`config.mk`:
```
export PLATFORM = sky130hd
export DESIGN_NAME = chien_search_par
export DESIGN_NICKNAME = d
export VERILOG_FILES = /design/src/rtl/gf_pkg.sv /design/src/rtl/chien_lane.sv /design/src/rtl/chien_search_par.sv
export SDC_FILE = /design/constraint.sdc
export NUM_CORES = 1
export LEC_CHECK = 0
export BUFFER_PORTS_ARGS = -buffer_cell sky130_fd_sc_hd__buf_2
export CORE_MARGIN = 4
export CORE_UTILIZATION = 25
export DETAILED_ROUTE_END_ITERATION = 6
export PLACE_DENSITY = 0.45
export SLEW_MARGIN = 20
export SYNTH_ARGS = -nofsm -noshare
export SYNTH_HDL_FRONTEND = slang
export SYNTH_SLANG_ARGS = --single-unit
```
`constraint.sdc`:
```
create_clock -name clk -period 4.4 [get_ports clk]
set_input_delay 0.88 -clock clk [delete_from_list [all_inputs] [get_ports clk]]
set_output_delay 0.88 -clock clk [all_outputs]
set_load 0.02 [all_outputs]
```
`src/rtl/gf_pkg.sv`:
```
// GF(2^M) arithmetic helpers, field defaults and FSM state type for the Chien search engine.
// Field elements are carried in a GF_W-bit container so one set of functions serves any M <= 16.
package gf_pkg;
    localparam int         GF_M         = 8;
    localparam logic [8:0] GF_PRIM_POLY = 9'h11D;
    localparam int         GF_W         = 16;

    typedef logic [GF_W-1:0] gf_elem_t;
    typedef logic [GF_W:0]   gf_poly_t;

    typedef enum logic [1:0] {
        IDLE  = 2'd0,
        SCAN  = 2'd1,
        FLUSH = 2'd2
    } chien_state_t;

    function automatic gf_elem_t gf_mul_alpha(input gf_elem_t a, input int m, input gf_poly_t poly);
        gf_poly_t s;
        s = {a, 1'b0};
        if (s[m]) begin
            s = s ^ poly;
        end else begin
            s = s;
        end
        return s[GF_W-1:0];
    endfunction

    // a * alpha^k_exp; k_exp is a constant at every call site, so this folds to XOR trees
    function automatic gf_elem_t gf_mul_const(input gf_elem_t a, input int k_exp, input int m,
                                              input gf_poly_t poly);
        gf_elem_t r;
        int       n;
        n = (1 << m) - 1;
        r = a;
        for (int i = 0; i < (k_exp % n); i++) begin
            r = gf_mul_alpha(r, m, poly);
        end
        return r;
    endfunction

    function automatic gf_elem_t gf_alpha_pow(input int e, input int m, input gf_poly_t poly);
        return gf_mul_const(gf_elem_t'(1), e, m, poly);
    endfunction
endpackage

```
`src/rtl/chien_lane.sv`:
```
// One Chien evaluation lane: combinational sum of R_i * alpha^(i*LANE) over all locator terms.
module chien_lane
    import gf_pkg::*;
#(
    parameter int         M         = GF_M,
    parameter int         T         = 8,
    parameter logic [M:0] PRIM_POLY = GF_PRIM_POLY,
    parameter int         LANE      = 0
)(
    input  logic [(T+1)*M-1:0] r,
    output logic [M-1:0]       s
);
    typedef logic [M-1:0] elem_t;

    // Constant-multiply each running term by the lane offset and accumulate in GF(2^M)
    always_comb begin
        s = '0;
        for (int i = 0; i <= T; i++) begin
            s = s ^ elem_t'(gf_mul_const(gf_elem_t'(r[i*M +: M]), i * LANE, M, gf_poly_t'(PRIM_POLY)));
        end
    end
endmodule

```
`src/rtl/chien_search_par.sv`:
```
// Parallel Chien search: scans P points of Lambda(alpha^j) per clock and collects the roots.
// Optional CHIEN_EARLY_STOP_EN ends the scan once the root count reaches the locator degree.
module chien_search_par
    import gf_pkg::*;
#(
    parameter int         M         = GF_M,
    parameter logic [M:0] PRIM_POLY = GF_PRIM_POLY,
    parameter int         T         = 8,
    parameter int         P         = 1
)(
    input  logic                   clk,
    input  logic                   reset,
    input  logic                   lc_valid,
    output logic                   lc_ready,
    input  logic [(T+1)*M-1:0]     lc,
    output logic                   done,
    output logic [$clog2(T+1)-1:0] root_cnt,
    output logic [T*M-1:0]         roots,
    output logic                   deg_ok,
    output logic                   overflow
);
    localparam int N  = (1 << M) - 1;
    localparam int JW = $clog2(N + P);
    localparam int CW = $clog2(T + 1);

    typedef logic [M-1:0]  elem_t;
    typedef logic [JW-1:0] jidx_t;
    typedef logic [CW-1:0] cnt_t;

    chien_state_t       state_r;
    logic [(T+1)*M-1:0] r_r;
    logic [(T+1)*M-1:0] r_next_s;
    logic [P*M-1:0]     lane_s;
    logic [P*M-1:0]     s_r;
    jidx_t              base_r;
    jidx_t              jb_r;
    logic               s_valid_r;
    cnt_t               deg_r;
    cnt_t               deg_s;
    cnt_t               cnt_next_s;
    logic [T*M-1:0]     roots_next_s;
    logic               ovf_next_s;
    logic               deg_ok_next_s;
    logic               scan_last_s;
    logic               stop_s;

    assign lc_ready    = (state_r == IDLE);
    assign scan_last_s = (int'(base_r) + P) >= N;

    for (genvar p = 0; p < P; p++) begin : g_lane
        chien_lane #(.M(M), .T(T), .PRIM_POLY(PRIM_POLY), .LANE(p)) u_lane (
            .r (r_r),
            .s (lane_s[p*M +: M])
        );
    end

    // Advancing every term by alpha^(i*P) moves the whole evaluation window forward by P points
    for (genvar i = 0; i <= T; i++) begin : g_step
        assign r_next_s[i*M +: M] =
            elem_t'(gf_mul_const(gf_elem_t'(r_r[i*M +: M]), i * P, M, gf_poly_t'(PRIM_POLY)));
    end

    // Locator degree: index of the highest non-zero coefficient
    always_comb begin
        deg_s = '0;
        for (int i = 1; i <= T; i++) begin
            if (lc[i*M +: M] != '0) begin
                deg_s = cnt_t'(i);
            end else begin
                deg_s = deg_s;
            end
        end
    end

    // Compare stage: append zero-valued lanes in ascending j, masking points past N-1
    always_comb begin
        jidx_t j;
        j            = '0;
        cnt_next_s   = root_cnt;
        roots_next_s = roots;
        ovf_next_s   = overflow;
        for (int p = 0; p < P; p++) begin
            j = jb_r + jidx_t'(p);
            if (s_valid_r && (s_r[p*M +: M] == '0) && (j < jidx_t'(N))) begin
                if (cnt_next_s < cnt_t'(T)) begin
                    roots_next_s[cnt_next_s*M +: M] = j[M-1:0];
                    cnt_next_s = cnt_next_s + cnt_t'(1);
                end else begin
                    ovf_next_s = 1'b1;
                end
            end else begin
                ovf_next_s = ovf_next_s;
            end
        end
        deg_ok_next_s = (cnt_next_s == deg_r) && (deg_r != '0) && !ovf_next_s;
    end

`ifdef CHIEN_EARLY_STOP_EN
    assign stop_s = s_valid_r && (deg_r != '0) && (cnt_next_s == deg_r) && !ovf_next_s;
`else
    assign stop_s = 1'b0;
`endif

    // Control FSM, scan registers and result registers
    always_ff @(posedge clk or negedge reset) begin
        if (!reset) begin
            state_r   <= IDLE;
            r_r       <= '0;
            s_r       <= '0;
            base_r    <= '0;
            jb_r      <= '0;
            s_valid_r <= 1'b0;
            deg_r     <= '0;
            done      <= 1'b0;
            root_cnt  <= '0;
            roots     <= '0;
            deg_ok    <= 1'b0;
            overflow  <= 1'b0;
        end else begin
            done <= 1'b0;
            case (state_r)
                IDLE: begin
                    s_valid_r <= 1'b0;
                    if (lc_valid) begin
                        r_r      <= lc;
                        deg_r    <= deg_s;
                        base_r   <= '0;
                        root_cnt <= '0;
                        roots    <= '0;
                        overflow <= 1'b0;
                        deg_ok   <= 1'b0;
                        state_r  <= SCAN;
                    end
                end
                SCAN: begin
                    root_cnt <= cnt_next_s;
                    roots    <= roots_next_s;
                    overflow <= ovf_next_s;
                    if (stop_s) begin
                        deg_ok    <= 1'b1;
                        done      <= 1'b1;
                        s_valid_r <= 1'b0;
                        state_r   <= IDLE;
                    end else begin
                        s_r       <= lane_s;
                        jb_r      <= base_r;
                        s_valid_r <= 1'b1;
                        r_r       <= r_next_s;
                        base_r    <= base_r + jidx_t'(P);
                        if (scan_last_s) begin
                            state_r <= FLUSH;
                        end
                    end
                end
                FLUSH: begin
                    root_cnt  <= cnt_next_s;
                    roots     <= roots_next_s;
                    overflow  <= ovf_next_s;
                    deg_ok    <= deg_ok_next_s;
                    done      <= 1'b1;
                    s_valid_r <= 1'b0;
                    state_r   <= IDLE;
                end
                default: begin
                    state_r <= IDLE;
                end
            endcase
        end
    end
endmodule

```
==> results of run 1 <==
==> power by group through the flow <==
stage          sequential (µW)  clock, µW  combinational, µW
2_1_floorplan             2500          0               3870
3_3_place_gp              2800          0               4660
3_5_place_dp              2810          0               4690
4_1_cts                   2790       1610               4720
5_1_grt                   2870       1670               5200
6_report                  2770       1560               4650
==> flip-flops by register name, summed over array words and instances (netlist names) <==
register and cells:
base_r 8, deg_ok 1, deg_r 4, done 1
jb_r 8, overflow 1, r_r 72, root_cnt 4
roots 64, s_r 8, s_valid_r 1, state_r 2
==> kinds of logic (layout without fill, tap and decap cells) <==
family | count (synthesis) | in the layout | share of synthesized area (%)
AND/OR/NAND/NOR | 323 | 323 | 15.8
AO/OA/AOI/OAI | 267 | 267 | 16.7
flip-flops | 174 | 174 | 44.2
XOR/XNOR | 148 | 148 | 13.2
buffers and inverters | 108 | 207 | 4.37
multiplexers | 43 | 43 | 4.60
adder cells (fa/ha/maj) | 9 | 9 | 1.14
==> cell usage in the layout, fill, tap and decap left out, types with 3 or more instances in the layout <==
cell type	n
nor3_1	9
a21o_1	16
a32o_1	8
mux2_2	18
o21bai_1	3
a21boi_0	6
a22oi_1	3
a21oi_1	67
buf_2	145
clkinv_2	3
o21a_1	3
o311ai_0	8
nand2_1	143
a32oi_1	6
nand3_1	39
buf_4	10
xor2_1	30
xnor2_1	118
nand2b_1	3
o21ai_0	90
or4_1	4
nor2_1	55
dfrtp_1	174
inv_6	4
o22ai_1	16
a22o_1	3
inv_1	16
o211ai_1	23
ha_1	8
mux2i_1	24
nand4_1	14
and3_1	19
nor2b_1	4
clkinvlp_4	3
clkbuf_16	17
nor4_1	15
==> Yosys cell counts (16+ instances only) <==
| master | number | area [µm²] |
|---|---|---|
| dfrtp_1 | 174 | 4350 |
| nand2_1 | 143 | 537 |
| xnor2_1 | 118 | 1030 |
| o21ai_0 | 90 | 450 |
| clkbuf_1 | 73 | 274 |
| a21oi_1 | 67 | 335 |
| nor2_1 | 55 | 206 |
| nand3_1 | 39 | 195 |
| xor2_1 | 30 | 263 |
| mux2i_1 | 25 | 250 |
| o211ai_1 | 23 | 173 |
| and3_1 | 19 | 119 |
| mux2_2 | 18 | 203 |
| a21o_1 | 16 | 120 |
| inv_1 | 16 | 60.1 |
| o22ai_1 | 16 | 100 |
==> metrics by stage <==
step                area [µm²]  cells  hold WS (ns)  util (%)
CTS                      11600   1689         0.503      29.8
detailed placement       11000   1657         0.485      28.3
global placement         11000   1657         0.482      28.3
floorplan                 9850   1072         0.449         -
global route             11600   1689         0.530      29.8
finish                   11600   1689         0.457      29.8
==> final timing paths <==
check / to / slack, ns
worst min register to register: s_valid_r / 0.50
worst min-delay path: roots[49] / 0.46
min in group clk: s_valid_r / 0.50
worst max-delay path: roots[8] / 1.25
max in group asynchronous: r_r[70] / 2.88
worst max register to register: roots[8] / 1.25
==> routing by layer <==
metal	wire (µm)	vias up	GRT usage [%]
met5	0	-	0
met4	408	0	4.16
met3	1530	25	2.49
met2	14000	222	22.7
met1	14700	3863	21.2
li1	-	3930	-
==> area by class of cell <==
| cell class | instances | area [µm²] |
|---|---|---|
| clock inverter | 15 | 161 |
| sequential | 174 | 4350 |
| timing repair buffer | 157 | 832 |
| tap | 518 | 648 |
| fill | 4125 | 27200 |
| clock buffer | 17 | 425 |
| inverter | 18 | 67.6 |
| multi-input combinational | 790 | 5090 |
==> metrics.md, run 1 <==
| Metric | Value |
|---|---|
| Die area | 0.0426 mm² |
| Status | finished clean |
| PD cells | 776 mW/mm² |
| Overall Power | between 8000 and 9000 µW |
| Setup TNS | 0 ns |
| Number of synthesized flops with an enable pin | 0 |
| Setup violators final | 0 |
| Antenna diodes | 0 |
| Top_reg_cell synth | dfrtp_1 |
| Post-Place Worst Slack | about 1.3 ns |
| Sequential fraction of the synthesis area | 44.2% |
| Final hold violation count | 0 |
| Avg WL per Cell | about 18 µm |
| Critical Path Stages | 7 |
| Slowest stage cell, crit path | dfrtp_1 |
| Syn Area/Cell | 9.18 µm² |
| Post-synth net total | 1156 |
| Routability cong. | 0.809 |
| Vias in the first global route | 8119 |
| Starting DRT DRC Count | ~500 |
| Rows | 72 |
| Largest net degree at the start of global routing | between 90 and 100 |
| CP Launch Type | flip-flop |
| RSZ-0062 raised after global routing | false |
| Initial core utilization | 25.4% |
| Chip width | just over 200 µm |
| Crit Path Class | reg -> reg |
| Reg2Reg Depth | 7 |
| Number of routed nets with antenna violations | 0 |
| CTS tree | yes |
| Max Clock Skew | 0.0120 ns |
| Clk pwr share | 17.3% |
| Delay of the slowest cell on the worst path | 0.62 ns |
| Hold_buf cts | 0 |
| WP buf/inv | 1 |
| CP max FO | 14 |
| Post-layout nets | approximately 1200 |
| # DRC | 0 |
| Synth Instances | around 1100 |
| Initial antenna violation count | 0 |
| Number of iterations in the first detailed-routing pass | 6 |
| Share of cells above drive strength 1 | 18.9% |
| Max rail drop VDD | 0.354 mV |
| CP Launch Point | root_cnt[0] |
| Cell variety after synth | 62 |
| CTS buffer count | 17 |
| HPWL after DPL | 21900 µm |
| CORE AREA | about 0.039 mm² |
| Vias per cell | 4.76 |
| Fin. max-slew vios | 0 |
| Static leakage | 0.00506 µW |
| F_max | 317 MHz |
| Post-CTS Setup Inserts | 0 |
| Fin worst setup slack | 1.25 ns |
| CTS Buffer Depth | 2 |
| # port buffers | 146 |
| Via count | 8040 |
| Yosys warns | 0 |
| Worst relative slew slack | 29.1% |
| Critical Path AT | about 3.5 ns |
| Global route overflow | 0 |
| FFs w/ async S/R, synth | 100% |
| Synth Register Bits | 174 |
| Int Pwr | 5050 µW |
| Routed wire length | 30600 µm |
| Root Buffer | clkbuf_16 |
| HP Class | in -> async |
| Synth-to-Final Area Change | 17.6% |
| Power share of the sequential group | 30.9% |
| CP most frequent cell | and3_1 |
| Sw Share | a little over two fifths |
| CP Cell Sequence | clkinv_1, ha_1, or3b_2, and3_1, and3_1, nand3_1, o211ai_1 |
| Clk pin slew, worst setup/hold paths | 0.07 ns |
| Clk sink count | between 150 and 200 |
| Maxcap violations | 0 |
| First-pass GRT wire length | 48700 µm |
| Crit end category | flip-flop |
| I/O pin count | 147 |
| Combinational Power Share | 51.8% |
| Reg2reg start | root_cnt[0] |
| CP Data Required Time | 4.75 ns |
| Post_cts resized | 0 |
| Crit path max-delay family | simple AND/OR/NAND/NOR gates |
| NetSw | 3930 µW |
| Htree depth | 4 |
| Area of the mapped netlist | 0.00985 mm² |
| Minimum clock period | 3.15 ns |
| GRT Overall Usage | 14.7% |
| Period utilisation layout | a little under three quarters |
| Least-Margin Pin Slew | 1.06 ns |
| Chip Height | 206 µm |
| Clock latency on the worst-skew pair | 0.45 ns |
Note: power is estimated with default switching activity, not from simulation.
==> run 2, diff against run 1 <==
==> constraint.sdc (replaced) <==
create_clock -name clk -period 3.2 [get_ports clk]
set_input_delay 0.64 -clock clk [delete_from_list [all_inputs] [get_ports clk]]
set_output_delay 0.64 -clock clk [all_outputs]
set_load 0.02 [all_outputs]
==> metrics.md, run 2 (synthesis gave the netlist of run 1 again) <==
| Metric | Value |
|---|---|
| Period utilisation layout | 86.8% (was 71.6%) |
| Int Pwr | 7110 µW (was 5050 µW) |
| Number of routed nets with antenna violations | 0 (unchanged) |
| First-pass GRT wire length | 48000 µm (was 48700 µm) |
| WHS | 0.178 ns (was 0.457 ns) |
| # port buffers | 146 (unchanged) |
| Overall Power | 12400 µW (was 8980 µW) |
| CP max FO | 14 (unchanged) |
| Global route overflow | 0 (unchanged) |
| Largest net degree at the start of global routing | 103 (was 95) |
| Final instance area | 0.0117 mm² (was 0.0116 mm²) |
| Static leakage | 0.00511 µW (was 0.00506 µW) |
| CORE AREA | 0.0388 mm² (unchanged) |
| Top reg by flops | r_r (unchanged) |
| Die area | 0.0426 mm² (unchanged) |
| Clk pin slew, worst setup/hold paths | 0.07 ns (about the same) |
| Post-layout nets | 1250 (was 1242) |
| Worst relative slew slack | 51.2% (was 29.1%) |
| Synth-to-Final Area Change | 18.7% (was 17.6%) |
| Fin worst setup slack | 0.422 ns (was 1.25 ns) |
| Post-Place Worst Slack | 0.450 ns (was 1.32 ns) |
| Crit Path Class | reg -> reg (unchanged) |
| Setup TNS | 0 ns (unchanged) |
| I/O pin count | 147 (unchanged) |
| Routed wire length | 30300 µm (was 30600 µm) |
| CP Data Required Time | 3.52 ns (was 4.75 ns) |
| CTS Buffer Depth | 2 (unchanged) |
| Starting DRT DRC Count | 353 (was 493) |
| Antenna diodes | 0 (unchanged) |
| CP Launch Type | flip-flop (unchanged) |
| CTS tree | yes (unchanged) |
| Power share of the sequential group | 30.5% (was 30.9%) |
| Status | finished clean (unchanged) |
| Via count | 8026 (was 8040) |
| Clk pwr share | 17.6% (was 17.3%) |
| Clk sink count | 174 (unchanged) |
| Max rail drop VDD | 0.609 mV (was 0.354 mV) |
| Placed Area | 0.0111 mm² (was 0.0110 mm²) |
| Post-CTS Setup Inserts | 0 (unchanged) |
| Vias in the first global route | 7981 (was 8119) |
| Sw Share | 42.9% (was 43.8%) |
| Number of iterations in the first detailed-routing pass | 5 (was 6) |
| HPWL after DPL | 21700 µm (was 21900 µm) |
| Rows | 72 (unchanged) |
| Root Buffer | clkbuf_16 (unchanged) |
| Share of cells above drive strength 1 | 19.1% (was 18.9%) |
| Post_cts resized | 0 (unchanged) |
| Crit end category | flip-flop (unchanged) |
| F_max | 360 MHz (was 317 MHz) |
| Minimum clock period | 2.78 ns (was 3.15 ns) |
| Routability cong. | 0.790 (was 0.809) |
| Commonest cells after routing, fill and taps aside | 174 x dfrtp_1, 145 x buf_2, 143 x nand2_1 (unchanged) |
| PD cells | 1060 mW/mm² (was 776 mW/mm²) |
| Max reg flops | 72 (unchanged) |
| NetSw | 5340 µW (was 3930 µW) |
| Most common cell after layout, fill and taps aside | dfrtp_1 (unchanged) |
| Maxcap violations | 0 (unchanged) |
| Fin. max-slew vios | 0 (unchanged) |
| Chip width | 206 µm (unchanged) |
| Least-Margin Pin Slew | 0.726 ns (was 1.06 ns) |
| Final hold violation count | 0 (unchanged) |
| Setup violators final | 0 (unchanged) |
| Worst R2R Setup Slack | 0.42 ns (was 1.25 ns) |
| Initial core utilization | 25.4% (unchanged) |
| Clock latency on the worst-skew pair | 0.44 ns (was 0.45 ns) |
| Chip Height | 206 µm (unchanged) |
| Critical Path AT | 3.10 ns (was 3.50 ns) |
| Combinational Power Share | 51.9% (was 51.8%) |
| Hold_buf cts | 0 (unchanged) |
| Vias per cell | 4.73 (was 4.76) |
| Initial antenna violation count | 0 (unchanged) |
| Htree depth | 4 (unchanged) |
| Avg WL per Cell | 17.9 µm (was 18.1 µm) |
| HP Class | in -> async (unchanged) |
| Regs by FF count | r_r: 72 flops, roots: 64 flops (unchanged) |
| Max Clock Skew | 0.00903 ns (was 0.0120 ns) |
| GRT Overall Usage | 14.5% (was 14.7%) |
| RSZ-0062 raised after global routing | false (unchanged) |
| CTS buffer count | 17 (unchanged) |
| # DRC | 0 (unchanged) |
## run 2: cell count changes in the layout (fill, tap and decap cells not counted), sizes merged
| cell | previous run | this run |
|---|---|---|
| inv | 21 | 16 |
| clkinvlp | 3 | 2 |
| clkbuf | 17 | 22 |
| clkinv | 7 | 6 |
| bufinv | 2 | 3 |
| buf | 157 | 165 |
## run 2: metal layers
layer | share of wire (%) | routed length, µm | vias to the layer above | track usage (%)
met2 | 47 | 14100 | 163 | 22.8
met1 | 48 | 14600 | 3902 | 20.7
met4 | 1.0 | 310 | 0 | 3.30
li1 | - | - | 3940 | -
met3 | 4.3 | 1310 | 21 | 2.93
met5 | 0 | 0 | - | 0
## run 2: power by group through the flow
stage               combinational (µW)  sequential [µW]  clock (µW)
floorplan                         5310             3440           0
global placement                  6490             3840           0
detailed placement                6550             3850           0
CTS                               6570             3810        2280
global route                      7210             3920        2380
finish                            6460             3800        2190
## run 2: final timing paths
path | start | endpoint | depth (start not counted)
worst max-delay path | root_cnt[0] | roots[34] | 7
worst min-delay path | reset | roots[51] | 1
worst max register to register | root_cnt[0] | roots[34] | 7
worst min register to register | s_valid_r | s_valid_r | 2
max in group asynchronous | reset | r_r[49] | 2
min in group clk | lc[0] | r_r[0] | 2
## run 2: cell type report
class	count	area, µm²
repair buffers	165	930
clock inverters	9	136
well taps	518	648
inverters	18	67.6
clock buffers	22	464
multi-input cells	790	5090
fillers	4130	27100
flip-flops and latches	174	4350
## run 2: critical path: stages, from the launching register on
cell      delay [ns]
dfrtp_1         0.60
clkinv_1        0.17
ha_1            0.32
o21bai_1        0.18
o21ai_0         0.35
nand3_1         0.21
or3_1           0.51
a32o_1          0.32
## run 2: stage by stage
step	cells	util (%)
floorplan	1072	-
global placement	1665	28.6
detailed placement	1665	28.6
CTS	1696	30.1
global route	1696	30.1
finish	1696	30.1
